$ cat src/rtl/regfile_game_io_if.sv
// Bus between the CPU datapath / VGA renderer and the game I/O register file.
interface regfile_game_io_if #(
  parameter int DATA_WIDTH  = 32,
  parameter int ADDR_WIDTH  = 5,
  parameter int NUM_SPRITES = 8
);
  logic                              ctrl_writeEn;
  logic [ADDR_WIDTH-1:0]             ctrl_writeReg;
  logic [DATA_WIDTH-1:0]             data_writeReg;
  logic [ADDR_WIDTH-1:0]             ctrl_readRegA;
  logic [ADDR_WIDTH-1:0]             ctrl_readRegB;
  logic [DATA_WIDTH-1:0]             data_readRegA;
  logic [DATA_WIDTH-1:0]             data_readRegB;
  logic                              screenEnd;
  logic [NUM_SPRITES*DATA_WIDTH-1:0] sprite_x;
  logic [NUM_SPRITES*DATA_WIDTH-1:0] sprite_y;
  logic [DATA_WIDTH-1:0]             rand_out;
  logic                              screen_pulse;

  modport master (
    output ctrl_writeEn, ctrl_writeReg, data_writeReg, ctrl_readRegA, ctrl_readRegB, screenEnd,
    input  data_readRegA, data_readRegB, sprite_x, sprite_y, rand_out, screen_pulse
  );

  modport slave (
    input  ctrl_writeEn, ctrl_writeReg, data_writeReg, ctrl_readRegA, ctrl_readRegB, screenEnd,
    output data_readRegA, data_readRegB, sprite_x, sprite_y, rand_out, screen_pulse
  );
endinterface

$ cat src/rtl/regfile_game_io.sv
// Register file with hardware-managed LFSR and frame-status registers and
// exported sprite X/Y windows for the renderer.
module regfile_game_io #(
  parameter int          DATA_WIDTH  = 32,
  parameter int          ADDR_WIDTH  = 5,
  parameter int          NUM_SPRITES = 8,
  parameter int          X_BASE      = 1,
  parameter int          Y_BASE      = 9,
  parameter int          RAND_REG    = 29,
  parameter int          SCREEN_REG  = 30,
  parameter bit          BYPASS      = 1'b1,
  parameter logic [31:0] LFSR_SEED   = 32'h0000_0001
) (
  input logic               clock,
  input logic               ctrl_reset,
  regfile_game_io_if.slave  bus
);

  localparam int NREGS = 1 << ADDR_WIDTH;
  localparam logic [ADDR_WIDTH-1:0] RAND_IDX   = ADDR_WIDTH'(RAND_REG);
  localparam logic [ADDR_WIDTH-1:0] SCREEN_IDX = ADDR_WIDTH'(SCREEN_REG);
  localparam logic [31:0] LFSR_TAPS = 32'h8020_0003;

  function automatic bit in_window(input int idx, input int base);
    return (idx >= base) && (idx < base + NUM_SPRITES);
  endfunction

  localparam bit CFG_BAD =
      (DATA_WIDTH < 32) || (LFSR_SEED == 32'd0) ||
      (X_BASE < 1) || (Y_BASE < 1) ||
      (X_BASE + NUM_SPRITES > NREGS) || (Y_BASE + NUM_SPRITES > NREGS) ||
      ((X_BASE < Y_BASE + NUM_SPRITES) && (Y_BASE < X_BASE + NUM_SPRITES)) ||
      (RAND_REG < 1) || (RAND_REG >= NREGS) || (SCREEN_REG < 1) || (SCREEN_REG >= NREGS) ||
      (RAND_REG == SCREEN_REG) ||
      in_window(RAND_REG, X_BASE) || in_window(RAND_REG, Y_BASE) ||
      in_window(SCREEN_REG, X_BASE) || in_window(SCREEN_REG, Y_BASE);

  if (CFG_BAD) begin : g_cfg_error
    $error("regfile_game_io: illegal register map or width/seed parameters");
  end

  logic [DATA_WIDTH-1:0] regs [NREGS];
  logic [31:0]           lfsr;
  logic                  sticky;
  logic [15:0]           frame_cnt;
  logic                  screen_end_q;
  logic                  screen_pulse_r;
  logic                  rise;
  logic                  wr_general;
  logic                  wr_rand;
  logic                  wr_screen;

  assign rise       = bus.screenEnd & ~screen_end_q;
  assign wr_rand    = bus.ctrl_writeEn && (bus.ctrl_writeReg == RAND_IDX);
  assign wr_screen  = bus.ctrl_writeEn && (bus.ctrl_writeReg == SCREEN_IDX);
  assign wr_general = bus.ctrl_writeEn && (bus.ctrl_writeReg != '0) && !wr_rand && !wr_screen;

  always_ff @(posedge clock) begin
    if (!ctrl_reset) begin
      regs           <= '{default: '0};
      lfsr           <= LFSR_SEED;
      sticky         <= 1'b0;
      frame_cnt      <= 16'd0;
      screen_end_q   <= 1'b0;
      screen_pulse_r <= 1'b0;
    end else begin
      if (wr_general)
        regs[bus.ctrl_writeReg] <= bus.data_writeReg;

      // A zero load would lock the LFSR, so it reseeds instead.
      if (wr_rand)
        lfsr <= (bus.data_writeReg[31:0] == 32'd0) ? LFSR_SEED : bus.data_writeReg[31:0];
      else if (lfsr[0])
        lfsr <= (lfsr >> 1) ^ LFSR_TAPS;
      else
        lfsr <= lfsr >> 1;

      screen_end_q   <= bus.screenEnd;
      screen_pulse_r <= rise;
      // A frame edge beats a software clear landing in the same cycle.
      if (rise) begin
        sticky    <= 1'b1;
        frame_cnt <= frame_cnt + 16'd1;
      end else if (wr_screen) begin
        sticky    <= 1'b0;
      end
    end
  end

  function automatic logic [DATA_WIDTH-1:0] read_port(input logic [ADDR_WIDTH-1:0] addr);
    logic [DATA_WIDTH-1:0] r;
    if (addr == '0)
      r = '0;
    else if (addr == RAND_IDX)
      r = DATA_WIDTH'(lfsr);
    else if (addr == SCREEN_IDX)
      r = DATA_WIDTH'({frame_cnt, 15'd0, sticky});
    else if (BYPASS && bus.ctrl_writeEn && (addr == bus.ctrl_writeReg))
      r = bus.data_writeReg;
    else
      r = regs[addr];
    return r;
  endfunction

  always_comb begin
    bus.data_readRegA = read_port(bus.ctrl_readRegA);
    bus.data_readRegB = read_port(bus.ctrl_readRegB);
  end

  always_comb begin
    bus.sprite_x = '0;
    bus.sprite_y = '0;
    for (int i = 0; i < NUM_SPRITES; i++) begin
      bus.sprite_x[i*DATA_WIDTH +: DATA_WIDTH] = regs[ADDR_WIDTH'(X_BASE + i)];
      bus.sprite_y[i*DATA_WIDTH +: DATA_WIDTH] = regs[ADDR_WIDTH'(Y_BASE + i)];
    end
  end

  assign bus.rand_out     = DATA_WIDTH'(lfsr);
  assign bus.screen_pulse = screen_pulse_r;

endmodule

$ cat src/flat_wrapper.sv
// flat-port wrapper written by rule: the top's interface ports become plain ports
module regfile_game_io_flat 
#(
  parameter int          DATA_WIDTH  = 32,
  parameter int          ADDR_WIDTH  = 5,
  parameter int          NUM_SPRITES = 8,
  parameter int          X_BASE      = 1,
  parameter int          Y_BASE      = 9,
  parameter int          RAND_REG    = 29,
  parameter int          SCREEN_REG  = 30,
  parameter bit          BYPASS      = 1'b1,
  parameter logic [31:0] LFSR_SEED   = 32'h0000_0001
)
  (clock, ctrl_reset, bus_ctrl_writeEn, bus_ctrl_writeReg, bus_data_writeReg, bus_ctrl_readRegA, bus_ctrl_readRegB, bus_screenEnd, bus_data_readRegA, bus_data_readRegB, bus_sprite_x, bus_sprite_y, bus_rand_out, bus_screen_pulse);
  regfile_game_io_if #(.DATA_WIDTH(DATA_WIDTH), .ADDR_WIDTH(ADDR_WIDTH), .NUM_SPRITES(NUM_SPRITES)) bus_i ();
  input logic clock;
  input logic ctrl_reset;
  input wire logic [$bits(bus_i.ctrl_writeEn)-1:0] bus_ctrl_writeEn;
  input wire logic [$bits(bus_i.ctrl_writeReg)-1:0] bus_ctrl_writeReg;
  input wire logic [$bits(bus_i.data_writeReg)-1:0] bus_data_writeReg;
  input wire logic [$bits(bus_i.ctrl_readRegA)-1:0] bus_ctrl_readRegA;
  input wire logic [$bits(bus_i.ctrl_readRegB)-1:0] bus_ctrl_readRegB;
  input wire logic [$bits(bus_i.screenEnd)-1:0] bus_screenEnd;
  output wire logic [$bits(bus_i.data_readRegA)-1:0] bus_data_readRegA;
  output wire logic [$bits(bus_i.data_readRegB)-1:0] bus_data_readRegB;
  output wire logic [$bits(bus_i.sprite_x)-1:0] bus_sprite_x;
  output wire logic [$bits(bus_i.sprite_y)-1:0] bus_sprite_y;
  output wire logic [$bits(bus_i.rand_out)-1:0] bus_rand_out;
  output wire logic [$bits(bus_i.screen_pulse)-1:0] bus_screen_pulse;
  assign bus_i.ctrl_writeEn = bus_ctrl_writeEn;
  assign bus_i.ctrl_writeReg = bus_ctrl_writeReg;
  assign bus_i.data_writeReg = bus_data_writeReg;
  assign bus_i.ctrl_readRegA = bus_ctrl_readRegA;
  assign bus_i.ctrl_readRegB = bus_ctrl_readRegB;
  assign bus_i.screenEnd = bus_screenEnd;
  assign bus_data_readRegA = bus_i.data_readRegA;
  assign bus_data_readRegB = bus_i.data_readRegB;
  assign bus_sprite_x = bus_i.sprite_x;
  assign bus_sprite_y = bus_i.sprite_y;
  assign bus_rand_out = bus_i.rand_out;
  assign bus_screen_pulse = bus_i.screen_pulse;
  regfile_game_io #(.DATA_WIDTH(DATA_WIDTH), .ADDR_WIDTH(ADDR_WIDTH), .NUM_SPRITES(NUM_SPRITES), .X_BASE(X_BASE), .Y_BASE(Y_BASE), .RAND_REG(RAND_REG), .SCREEN_REG(SCREEN_REG), .BYPASS(BYPASS), .LFSR_SEED(LFSR_SEED)) u_core (.clock(clock), .ctrl_reset(ctrl_reset), .bus(bus_i));
endmodule
$ cat config.mk
export PLATFORM = sky130hd
export DESIGN_NAME = regfile_game_io_flat
export DESIGN_NICKNAME = d
export VERILOG_FILES = /design/src/rtl/regfile_game_io_if.sv /design/src/rtl/regfile_game_io.sv /design/src/flat_wrapper.sv
export SDC_FILE = /design/constraint.sdc
export NUM_CORES = 2
export LEC_CHECK = 0
export ABC_AREA = 1
export CORE_MARGIN = 3
export CORE_UTILIZATION = 32
export DETAILED_ROUTE_END_ITERATION = 7
export HOLD_SLACK_MARGIN = 0.03
export SLEW_MARGIN = 40
export SYNTH_ARGS = -nofsm -noshare
export SYNTH_HDL_FRONTEND = slang
export SYNTH_SLANG_ARGS = --single-unit
$ cat constraint.sdc
create_clock -name clock -period 3.41 [get_ports clock]
set_input_delay 0.8525 -clock clock [delete_from_list [all_inputs] [get_ports clock]]
set_output_delay 0.8525 -clock clock [all_outputs]
set_load 0.01 [all_outputs]
# Word level (Yosys, flattened, before mapping)
# Cells that the tools add are included.
# op_classes
eq_ne	8
bitwise_logic	6
add_sub_neg	1
n_reduce_logical	15
n_mux	22
order_cmp	4
# op_table
op	count
$bwmux W1024	1
$mux W32	16
$bmux W32 S5	2
$demux W32 S5	1
$logic_not A32 Y1	1
$eq A5 B5 Y1 const B	6
$ge A6 B6 Y1 const B	3
$not A5 Y6	3
$add A16 B1 Y16 const B	1
$eq A5 B5 Y1	2
$logic_not A5 Y1	2
$logic_and A1 B1 Y1	8
$lt A6 B1 Y1 const B	1
$reduce_bool A5 Y1	1
$not A3 Y4	1
$logic_not A1 Y1	2
$mux W1	2
$reduce_bool A2 Y1	1
$and A1 B1 Y1	1
$not A1 Y1	1
# word_totals
reg_bits	1075
input_bits	51
word_cells	93
output_inout_bits	609

# Longest topological paths before layout
# logic_depth
ltp_word	8
depth_mapped	16

# Worst setup path after synthesis
# Ideal clock, no wire load.
# synth_timing
kind	input to output
from	in bus_ctrl_readRegB[0]
to	out bus_data_readRegB[13]
path_slack_ns	-0.030
arrival_ns	2.587
t_required_ns	2.558
cell_stages	14
path_cell_list	buf_2 -> nor2_1 -> clkbuf_1 -> clkbuf_1 -> nand2_1 -> nand3_1 -> nand2_1 -> nand2_1 -> inv_1 -> nand3_1 -> nand2_1 -> nand2_1 -> nand2_1 -> a21oi_1
# synth_via
elab_chain_len	8
# synth_lines
element	line_no	text
from (decl)	flat_wrapper.sv:22	input wire logic [$bits(bus_i.ctrl_readRegB)-1:0] bus_ctrl_readRegB;
$not A5 Y6 (not written as such)	regfile_game_io.sv:101	r = regs[addr];
$bmux W32 S5	regfile_game_io.sv:101	
$mux W32 (not written as such) (2 in series)	regfile_game_io.sv:101	
$mux W32	regfile_game_io.sv:98	else if (BYPASS && bus.ctrl_writeEn && (addr == bus.ctrl_writeReg))
$mux W32	regfile_game_io.sv:96	else if (addr == SCREEN_IDX)
$mux W32	regfile_game_io.sv:94	else if (addr == RAND_IDX)
$mux W32 (*)	regfile_game_io.sv:92	if (addr == '0)
to (decl)	flat_wrapper.sv:25	output wire logic [$bits(bus_i.data_readRegB)-1:0] bus_data_readRegB;
# Every way passes the cells marked *; elsewhere a longest branch is shown, timed or not. The select of a mux whose other input is x is not followed.

# Final worst setup path
# layout_timing
from	in bus_ctrl_readRegB[1]
to	out bus_data_readRegB[29]
# The elaborated chain is that of the path after synthesis.

==> results.ini <==
[global_routing]
grt_pass1_vias = 66400
number_of_antenna_violations_at_the_first_check_in_global_routing = 29
grt_start_max_net_pins = 131
global_route_wire_length_before_repair_um = 541000
groute.usage.overall = 0.394
grt-ovfl-total = 0

[sta]
fin_ws_ns = -0.427
actual_slew_at_the_worst_max_slew_pin_ns = 0.740
setup-violations-final = 64
finalCritPeriodShare = 1.13
fmax_mhz = 261
period_minus_slack_ns = 3.84
timing_max_transition_violations_final = 0
finalClockSkew_ns = 0.00902
relSlewSlack = 0.507
rsz_0062_raised_after_global_routing = true
timing_hold_violations_final = 0

[yosys]
postSynthCellCount = 9692
avgSynthCellArea_um2 = 6.24
post-synth-top-area-fraction = 0.356
yosysSeqAreaShare = 0.356
yosysUniqueCellTypes = 32
synth_area_um2 = 60500
yosys.area.top_type = dfxtp_1
synth.top_cells.by_area = dfxtp_1 (36%), nand2_1 (17%), a21oi_1 (11%)
synth-seq-cells = 1075
ys.warnings.count = 0

[critical_path]
crit_start = bus_ctrl_readRegB[1]
worstPathRequired_ns = 2.56
timing.critical_path.fanout_max = 6
critical_path_arrival_ns = 2.98
crit-reg2reg-launch = u_core.frame_cnt[1]$_SDFFE_PN0P_
r2r_setup_slack_ns = 1.57
rr_worst_depth = 10
cp_endpoint_kind = output pin
critPathCapture = bus_data_readRegB[29]
startpoint_type = input port
worst_r2r_endpoint = u_core.frame_cnt[12]$_SDFFE_PN0P_
criticalPathCategory = in -> out

[hold_path]
min_path_type = in -> reg

[power_and_ir_drop]
power_leakage_nw = 38.2
power.density_nw_per_um2 = 398
ir_worst_vdd_mv = 0.555

[routing]
detail_route.wl_per_cell_um = 31.1
drt_first_iter_violations = 12300
drc = 9
wirelength_um = 403000
viasPerCell = 5.77
detail_route.first_pass.iterations = 8
route.antenna.remaining_nets = 0
vias = 74700

[clock_tree]
htree_num_levels = 4
clock_insertion_delay_worst_skew_ns = 0.81
tritoncts.num_buffers = 133
clock_tree.buffer_depth = 3
cts_tree = yes
clock-sinks = 1075
clk_pin_slew_ns = 0.06
clockRootBuffer = clkbuf_16

[status]
outcome = finished, violations left
failing_checks = design-rule violations, negative setup slack

[cells_and_area]
final_core_utilization = 0.463
layout.cell_area.non_filler_um2 = 86500
num-nets-final = 10400
drive_gt1_frac = 0.227
area.growth.synth_to_final_pct = 42.9

[place]
pre_cts_slack_ns = -1.51
port-buffer-count = 627
finalWeightedCongestion = 1.05
place_hpwl_um = 287000
post_dp_cell_area_um2 = 73500

[floorplan]
pin_count = 660
design.die.area_um2 = 194000
die_x_extent_um = 441
std_cell_rows = 158
core_area_um2 = 187000
floorplan.initialDensity = 0.324
overall_die_height_um = 441

[flow_run]
cap_violations = 0

[how the worst min path moves through the flow]
| stage | startpoint | slack (ns) | endpoint | cells after the start |
|---|---|---|---|---|
| after global placement | u_core.screen_end_q$_SDFF_PN0_ | 0.40 | u_core.bus.screen_pulse$_SDFF_PN0_ | 1 |
| final | ctrl_reset | 0.39 | u_core.bus.rand_out[0]$_SDFF_PN1_ | 2 |
| after global routing | ctrl_reset | 0.38 | u_core.bus.rand_out[0]$_SDFF_PN1_ | 2 |
| after floorplan | u_core.screen_end_q$_SDFF_PN0_ | 0.39 | u_core.bus.screen_pulse$_SDFF_PN0_ | 1 |
| after CTS | ctrl_reset | 0.34 | u_core.bus.rand_out[0]$_SDFF_PN1_ | 2 |
| after detailed placement | u_core.screen_end_q$_SDFF_PN0_ | 0.41 | u_core.bus.screen_pulse$_SDFF_PN0_ | 1 |
[cells by family (layout without fill, tap and decap cells)]
| kind of cell | count (synthesis) | in the layout | synth area share |
|---|---|---|---|
| xor gates and xnor gates | 4 | 4 | 0.000579 |
| DFF | 1075 | 1075 | 0.356 |
| other | 1 | 42 | 0.0000620 |
| AOI/OAI and AO/OA | 2620 | 2620 | 0.222 |
| adders and majority gates | 1 | 1 | 0.000207 |
| and+or+nand+nor | 3905 | 3905 | 0.259 |
| buffers and inverters | 2086 | 2818 | 0.162 |
[power by group]
| group | switching, mW | internal [mW] |
|---|---|---|
| sequential | 0.165 | 12.7 |
| combinational | 4.21 | 2.42 |
| clock | 6.37 | 8.54 |
[layout make-up]
class                   count  area [µm²]
fillers                 18900      100000
multi-input cells        6562       33500
flip-flops and latches   1075       21500
repair buffers           1797       20900
clock buffers             191        3830
well taps                2480        3100
inverters                 785        3010
clock inverters            45         617
diodes                     10        25.0
[per-stage QoR]
stage	power (mW)	TNS, ns	std cells	hold WS, ns
final	34.4	-22.63	12900	0.387
after global routing	35.0	-24.34	12900	0.376
after CTS	33.8	-18.27	12900	0.336
after detailed placement	18.3	-127.90	12500	0.415
after global placement	18.3	-106.33	12500	0.403
after floorplan	15.3	0	9723	0.392
[Yosys cell counts]
library cell	number
nor3_1	12
conb_1	1
xor2_1	3
nand2_1	2774
nor4_1	8
clkbuf_1	667
nand2_2	3
xnor2_1	1
a21oi_1	1311
dfxtp_1	1075
nor3_2	1
nor2_1	367
ha_1	1
o21ai_0	1146
buf_4	515
nand4_2	2
nor3b_4	1
inv_1	763
nand3_1	729
a31oi_1	53
nand4_1	6
buf_2	44
buf_6	1
clkinv_1	11
o22ai_1	6
a22oi_1	50
nor2_4	1
o211ai_1	53
o21ai_1	1
inv_2	11
nor3b_1	1
buf_1	74
[per-layer routing]
layer,global-route usage,share of wire,vias up
met5,0.00655,0.00053,-
met4,0.199,0.063,12
met3,0.163,0.16,1092
met2,0.526,0.38,5769
met1,0.536,0.40,35600
li1,-,-,32200
[state kept, by name, summed over array words and instances, names as in the netlist]
signal / cells
u_core.bus.rand_out: 32
u_core.bus.sprite_x: 256
u_core.bus.sprite_y: 224
u_core.frame_cnt: 16
u_core.bus.screen_pulse: 1
u_core.sticky: 1
u_core.screen_end_q: 1
u_core.regs: 544
[placed cells by master, fill, tap and decap left out, types with 53 or more instances in the layout]
master / instances
a21oi_1: 1168
a21oi_2: 130
buf_12: 292
buf_16: 66
buf_2: 64
buf_4: 679
buf_6: 84
clkbuf_16: 145
clkdlybuf4s50_1: 546
dfxtp_1: 1075
inv_1: 747
nand2_1: 2350
nand2_2: 337
nand2_4: 89
nand3_1: 494
nand3_2: 190
nor2_1: 336
o211ai_1: 53
o21ai_0: 1121
[what timing repair did]
action                                  CTS  global route
cloned                                   60            11
hold buffers                              0             0
setup buffers                           138            37
gates resized for setup                1134           505
pin swaps                               255           331
setup endpoints to repair                64            64
endpoints found under the hold margin     0             0
[critical path, cell delays in order]
cell and delay (ns):
clkbuf_16 0.13, buf_16 0.14, nor2_4 0.15, buf_12 0.13
buf_12 0.14, buf_12 0.16, buf_8 0.12, buf_6 0.10
nand2_2 0.04, nand3_2 0.09, nand2_2 0.05, nand2_1 0.05
nor2_1 0.05, nand2_2 0.19, nand2_2 0.11, nand2_2 0.08
nand2_2 0.07, a21oi_2 0.14, buf_2 0.15
Power figures use the tool's default switching activity.
